### config.mk
export PLATFORM = sky130hd
export DESIGN_NAME = dff_bank_wr_arbiter_flat
export DESIGN_NICKNAME = d
export VERILOG_FILES = /design/src/rtl/dff_bank_wr_arbiter_if.sv /design/src/rtl/dff_bank_wr_arbiter.sv /design/src/flat_wrapper.sv
export SDC_FILE = /design/constraint.sdc
export NUM_CORES = 1
export LEC_CHECK = 0
export BUFFER_PORTS_ARGS = -buffer_cell sky130_fd_sc_hd__buf_2
export CAP_MARGIN = 30
export CORE_MARGIN = 8
export CORE_UTILIZATION = 45
export CTS_BUF_LIST = sky130_fd_sc_hd__clkbuf_16
export DETAILED_ROUTE_END_ITERATION = 16
export PLACE_DENSITY_LB_ADDON = 0.3
export SLEW_MARGIN = 40
export SYNTH_ARGS = -nofsm -noshare
export SYNTH_HDL_FRONTEND = slang
export SYNTH_SLANG_ARGS = --single-unit
### constraint.sdc
create_clock -name clk -period 2.4 [get_ports clk]
set_clock_uncertainty 0.2 [all_clocks]
set_input_delay 0.36 -clock clk [delete_from_list [all_inputs] [get_ports clk]]
set_output_delay 0.36 -clock clk [all_outputs]
set_load 0.005 [all_outputs]
### src/rtl/dff_bank_wr_arbiter_if.sv
// Bus between the requesting datapath stages and the shared-register write arbiter.
// The master side drives requests and data; the slave side returns grant and register status.
interface dff_bank_wr_arbiter_if #(
  parameter int unsigned N   = 4,
  parameter int unsigned W   = 8,
  parameter int unsigned IDW = $clog2(N)
);
  logic             clr;
  logic [N-1:0]     req;
  logic [N*W-1:0]   wdata;
  logic [N-1:0]     gnt;
  logic [W-1:0]     q;
  logic             q_valid;
  logic [IDW-1:0]   owner;
  logic [15:0]      wr_cnt;

  modport master (
    output clr, req, wdata,
    input  gnt, q, q_valid, owner, wr_cnt
  );

  modport slave (
    input  clr, req, wdata,
    output gnt, q, q_valid, owner, wr_cnt
  );
endinterface

### src/rtl/dff_bank_wr_arbiter.sv
// Round-robin write arbiter for a shared W-bit register of enable-gated, async-clear D flip-flops.
// Grants at most one requester per clock and tracks owner, valid flag and a saturating load count.
module dff_bank_wr_arbiter #(
  parameter int unsigned N   = 4,
  parameter int unsigned W   = 8,
  parameter int unsigned IDW = $clog2(N)
) (
  input  logic                   clk,
  input  logic                   rst,
  dff_bank_wr_arbiter_if.slave   bus
);

  logic [IDW-1:0] ptr;
  logic [N-1:0]   gnt_r;
  logic [W-1:0]   q_r;
  logic           q_valid_r;
  logic [IDW-1:0] owner_r;
  logic [15:0]    wr_cnt_r;

  logic [N-1:0]   elig;
  logic           win_found;
  logic [IDW-1:0] win_idx;
  int unsigned    cand;
  logic [W-1:0]   wdata_sel;
  logic           load_en;
  logic [N-1:0]   gnt_nxt;
  logic [IDW-1:0] ptr_nxt;
  logic [15:0]    wr_cnt_inc;

  // A requester holding gnt this cycle sits out this edge, forcing one-cycle turnaround.
  assign elig = bus.req & ~gnt_r;

  always_comb begin
    win_found = 1'b0;
    win_idx   = '0;
    cand      = 0;
    for (int unsigned k = 0; k < N; k++) begin
      cand = (32'(ptr) + k) % N;
      if (!win_found && elig[cand[IDW-1:0]]) begin
        win_found = 1'b1;
        win_idx   = cand[IDW-1:0];
      end
    end
  end

  always_comb begin
    wdata_sel = '0;
    for (int unsigned i = 0; i < N; i++) begin
      if (win_idx == IDW'(i)) begin
        wdata_sel = bus.wdata[i*W +: W];
      end
    end
  end

  assign load_en    = win_found & ~bus.clr;
  assign ptr_nxt    = (win_idx == IDW'(N - 1)) ? '0 : win_idx + 1'b1;
  assign wr_cnt_inc = (wr_cnt_r == '1) ? wr_cnt_r : wr_cnt_r + 16'd1;

  always_comb begin
    gnt_nxt = '0;
    if (load_en) begin
      gnt_nxt[win_idx] = 1'b1;
    end
  end

  // Shared register: one enable-gated flop per bit, async clear on rst, sync clear on clr.
  for (genvar b = 0; b < W; b++) begin : g_bank
    always_ff @(posedge clk or posedge rst) begin
      if (rst) begin
        q_r[b] <= 1'b0;
      end else if (bus.clr) begin
        q_r[b] <= 1'b0;
      end else if (load_en) begin
        q_r[b] <= wdata_sel[b];
      end
    end
  end

  always_ff @(posedge clk or posedge rst) begin
    if (rst) begin
      ptr       <= '0;
      gnt_r     <= '0;
      q_valid_r <= 1'b0;
      owner_r   <= '0;
      wr_cnt_r  <= '0;
    end else if (bus.clr) begin
      gnt_r     <= '0;
      q_valid_r <= 1'b0;
      owner_r   <= '0;
      wr_cnt_r  <= '0;
    end else begin
      gnt_r <= gnt_nxt;
      if (load_en) begin
        ptr       <= ptr_nxt;
        q_valid_r <= 1'b1;
        owner_r   <= win_idx;
        wr_cnt_r  <= wr_cnt_inc;
      end
    end
  end

  assign bus.gnt     = gnt_r;
  assign bus.q       = q_r;
  assign bus.q_valid = q_valid_r;
  assign bus.owner   = owner_r;
  assign bus.wr_cnt  = wr_cnt_r;

endmodule

### src/flat_wrapper.sv
// flat-port wrapper written by rule: the top's interface ports become plain ports
module dff_bank_wr_arbiter_flat 
#(
  parameter int unsigned N   = 4,
  parameter int unsigned W   = 8,
  parameter int unsigned IDW = $clog2(N)
)
  (clk, rst, bus_clr, bus_req, bus_wdata, bus_gnt, bus_q, bus_q_valid, bus_owner, bus_wr_cnt);
  dff_bank_wr_arbiter_if #(.N(N), .W(W), .IDW(IDW)) bus_i ();
  input  logic clk;
  input  logic rst;
  input wire logic [$bits(bus_i.clr)-1:0] bus_clr;
  input wire logic [$bits(bus_i.req)-1:0] bus_req;
  input wire logic [$bits(bus_i.wdata)-1:0] bus_wdata;
  output wire logic [$bits(bus_i.gnt)-1:0] bus_gnt;
  output wire logic [$bits(bus_i.q)-1:0] bus_q;
  output wire logic [$bits(bus_i.q_valid)-1:0] bus_q_valid;
  output wire logic [$bits(bus_i.owner)-1:0] bus_owner;
  output wire logic [$bits(bus_i.wr_cnt)-1:0] bus_wr_cnt;
  assign bus_i.clr = bus_clr;
  assign bus_i.req = bus_req;
  assign bus_i.wdata = bus_wdata;
  assign bus_gnt = bus_i.gnt;
  assign bus_q = bus_i.q;
  assign bus_q_valid = bus_i.q_valid;
  assign bus_owner = bus_i.owner;
  assign bus_wr_cnt = bus_i.wr_cnt;
  dff_bank_wr_arbiter #(.N(N), .W(W), .IDW(IDW)) u_core (.clk(clk), .rst(rst), .bus(bus_i));
endmodule
==> impl_metrics.toml <==
[outcome]
status = "complete, no violations"

[flow_run]
cap_viol_max_count = 0

[critical_path]
start_kind = "flop"
startpoint = "u_core.bus.gnt[2]$_DFF_PP0_"
slowest_delay_ps = 410
crit_arrival_ps = 2310
timing.rr.start = "u_core.bus.gnt[2]$_DFF_PP0_"
critPathMostFrequentCell = "nor2b_2"
crit_fanout = 8
crit_path_end_kind = "flop"
crit_path_top_delay_cell = "dfrtp_1"
path_class = "reg2reg"
critPathRequiredTime_ps = 2400
path_cells = "nor2b_2, mux2i_2, o221ai_2, inv_1, ha_2, nor2b_2, buf_6, a221oi_1, a211o_1, a21oi_1"

[power_and_ir_drop]
cellPowerDensity_nw_per_um2 = 849
leakagePower_nw = 1.38
max-vdd-ir-drop_v = 0.000631
finalPower_mw = 2.33

[final_layout]
drive_above_1_share_pct = 39.5
n_antenna_cell = 0
syn_to_final_growth_pct = 33.6
layoutNonFillerInstCount = 348
fin_nets = 339
postLayoutCellArea_um2 = 2740
finish.utilization_pct = 62.5

[floorplan]
dieArea_um2 = 6980
die_x_um = 83.5
num_rows = 24
die_h_um = 83.5
start_util_pct = 46.8
ioPinCount = 70
core_area_um2 = 4380

[place]
place_congestion = 0.837
placedCellCount = 337
io_buffers = 69
pre_cts_ws_ps = -37.7
dp_hpwl_um = 4160
place_area_um2 = 2540

[clock_network]
cts_made_buffers = 5
h-tree-depth = 2
cts_root_buffer = "clkbuf_16"
cts_buffer_depth = 2
cts_tree = "built"
clk_latency_ps = 270
cts_sinks = 33
clkTransAtPathRegs_ps = 50

[drt]
vias = 2011
remaining_drc_errors = 0
wl_per_cell_um = 16.4
drt_pass1_iterations = 4
drt_iter0_drc = 144
ant_nets = 0
wl_um = 5720
viasPerCell = 5.78

[global_route]
overflow = 0
grt_max_degree = 34
grt_pass1_vias = 2076
antenna_found_initial = 0
grtUsageTotal_pct = 16.1
grt_first_pass_wirelength_um = 9580

[logic_synthesis]
syn_area_um2 = 2050
syn_avg_cell_area_um2 = 9.50
yosys_register_bits = 33
synthesis.nets = 260
ys_warn_count = 0
syn_inst = 216
synth.yosys.seq_area_share_pct = 40.2
synth.distinct_cells = 39

[sta]
fin_ws_ps = 91.1
maxSlewHeadroom_pct = 71.5
hold_viol_final = 0
hold_slack_ps = 180
setup_viol = 0
worst_pin_slew_ps = 427
fin_crit_ps = 2310
finalCritPeriodShare_pct = 96.2
setup_tns_ps = 0
slew_violations = 0
clock.fmax_ghz = 0.433

[min_path]
min-delay-start = "bus_wdata[25]"
hold_class = "in2reg"
## repair_timing
item,CTS,global route
hold buffers,1,0
pin swaps,1,5
endpoints found under the setup margin,1,8
endpoints found under the hold margin,33,0
buffers inserted,0,2
gates resized for setup,0,11
## layout make-up
type | count | area [um2]
sequential | 33 | 827
clock inverter | 3 | 13.8
timing repair buffer | 87 | 499
fill | 386 | 1640
inverter | 12 | 45.0
clock buffer | 5 | 125
tap | 52 | 65.1
multi-input combinational | 156 | 1170
## critical path, delay by kind of cell, from the launching register on
kind            cells  cell delay (ps)
compound gates      4              760
fa+ha+maj           1              200
buf+inv             2              240
flops               1              410
mux                 1              110
simple gates        2              300
## synth_stat cells
library cell	n	area share (%)
a211o_1	8	3.4
a21boi_0	1	0.37
a21oi_1	26	6.3
a221oi_1	8	3.4
and2_1	1	0.31
and3_1	7	2.1
buf_2	2	0.49
buf_4	1	0.37
buf_6	1	0.55
clkbuf_1	11	2.0
dfrtp_1	33	40
ha_1	5	3.0
inv_1	12	2.2
mux2_1	7	3.8
mux2_4	4	2.9
mux2i_1	1	0.49
nand2_1	6	1.1
nand2b_1	3	0.91
nand3_1	8	2.0
nand4_1	4	1.2
nand4_4	1	1.0
nor2_1	13	2.4
nor2b_1	14	4.3
nor3_1	1	0.24
nor3b_1	1	0.37
nor4_1	2	0.61
nor4_2	5	3.0
nor4_4	1	1.0
nor4b_1	2	0.85
o211ai_1	1	0.37
o21ai_0	4	0.98
o21ai_1	6	1.5
o21ba_1	1	0.49
o221ai_1	2	0.85
o22ai_1	1	0.31
o31ai_1	4	1.5
o41ai_1	1	0.43
or3_1	1	0.31
or4_1	6	2.2
## placed cells by master (no fill, tap or decap), types with 5 or more instances in the layout
cell type  instances
buf_2             69
dfrtp_1           32
a21oi_1           23
buf_4             15
inv_1             13
nor2_1            13
nor2b_1           11
a221oi_1           8
a211o_1            8
nand3_1            8
and3_1             7
mux2_1             7
or4_1              6
o21ai_1            6
nand2_1            6
clkbuf_16          5
## per-layer routing
metal | global-route usage [%] | vias to the layer above | part of all wire [%]
met5 | 0 | - | 0
met4 | 5.97 | 0 | 1.3
met3 | 4.49 | 7 | 5.8
met2 | 27.4 | 60 | 51
met1 | 18.6 | 985 | 42
li1 | - | 959 | -
## cell families after synthesis
| family | after synthesis | share of synthesized area, % |
|---|---|---|
| flip-flops | 33 | 40.2 |
| AND/OR/NAND/NOR | 76 | 24.0 |
| multiplexers | 12 | 7.26 |
| AO/OA/AOI/OAI | 63 | 19.9 |
| buffers and inverters | 27 | 5.61 |
| adder cells (fa/ha/maj) | 5 | 3.05 |
## where the power goes
group	total [mW]	leakage [nW]	internal [mW]	switching, mW
sequential	0.770	0.441	0.674	0.0961
combinational	0.950	0.866	0.474	0.476
clock	0.608	0.0748	0.376	0.232
## final timing paths
kind | slack, ps | end | cells past startpoint
worst max-delay path | 90 | u_core.bus.q[3]$_DFFE_PP0P_ | 10
worst min-delay path | 180 | u_core.bus.q[1]$_DFFE_PP0P_ | 3
worst max register to register | 90 | u_core.bus.q[3]$_DFFE_PP0P_ | 10
worst min register to register | 300 | u_core.bus.q_valid$_DFFE_PP0P_ | 2
max in group asynchronous | 1150 | u_core.ptr[1]$_DFFE_PP0P_ | 4
min in group asynchronous | 520 | u_core.bus.q_valid$_DFFE_PP0P_ | 4
## flip-flops by register name (all words and copies together) (netlist names)
| name | count |
|---|---|
| u_core.ptr | 2 |
| u_core.bus.q | 8 |
| u_core.bus.gnt | 4 |
| u_core.bus.owner | 2 |
| u_core.bus.wr_cnt | 16 |
| u_core.bus.q_valid | 1 |
(Power assumes the default switching activity.)
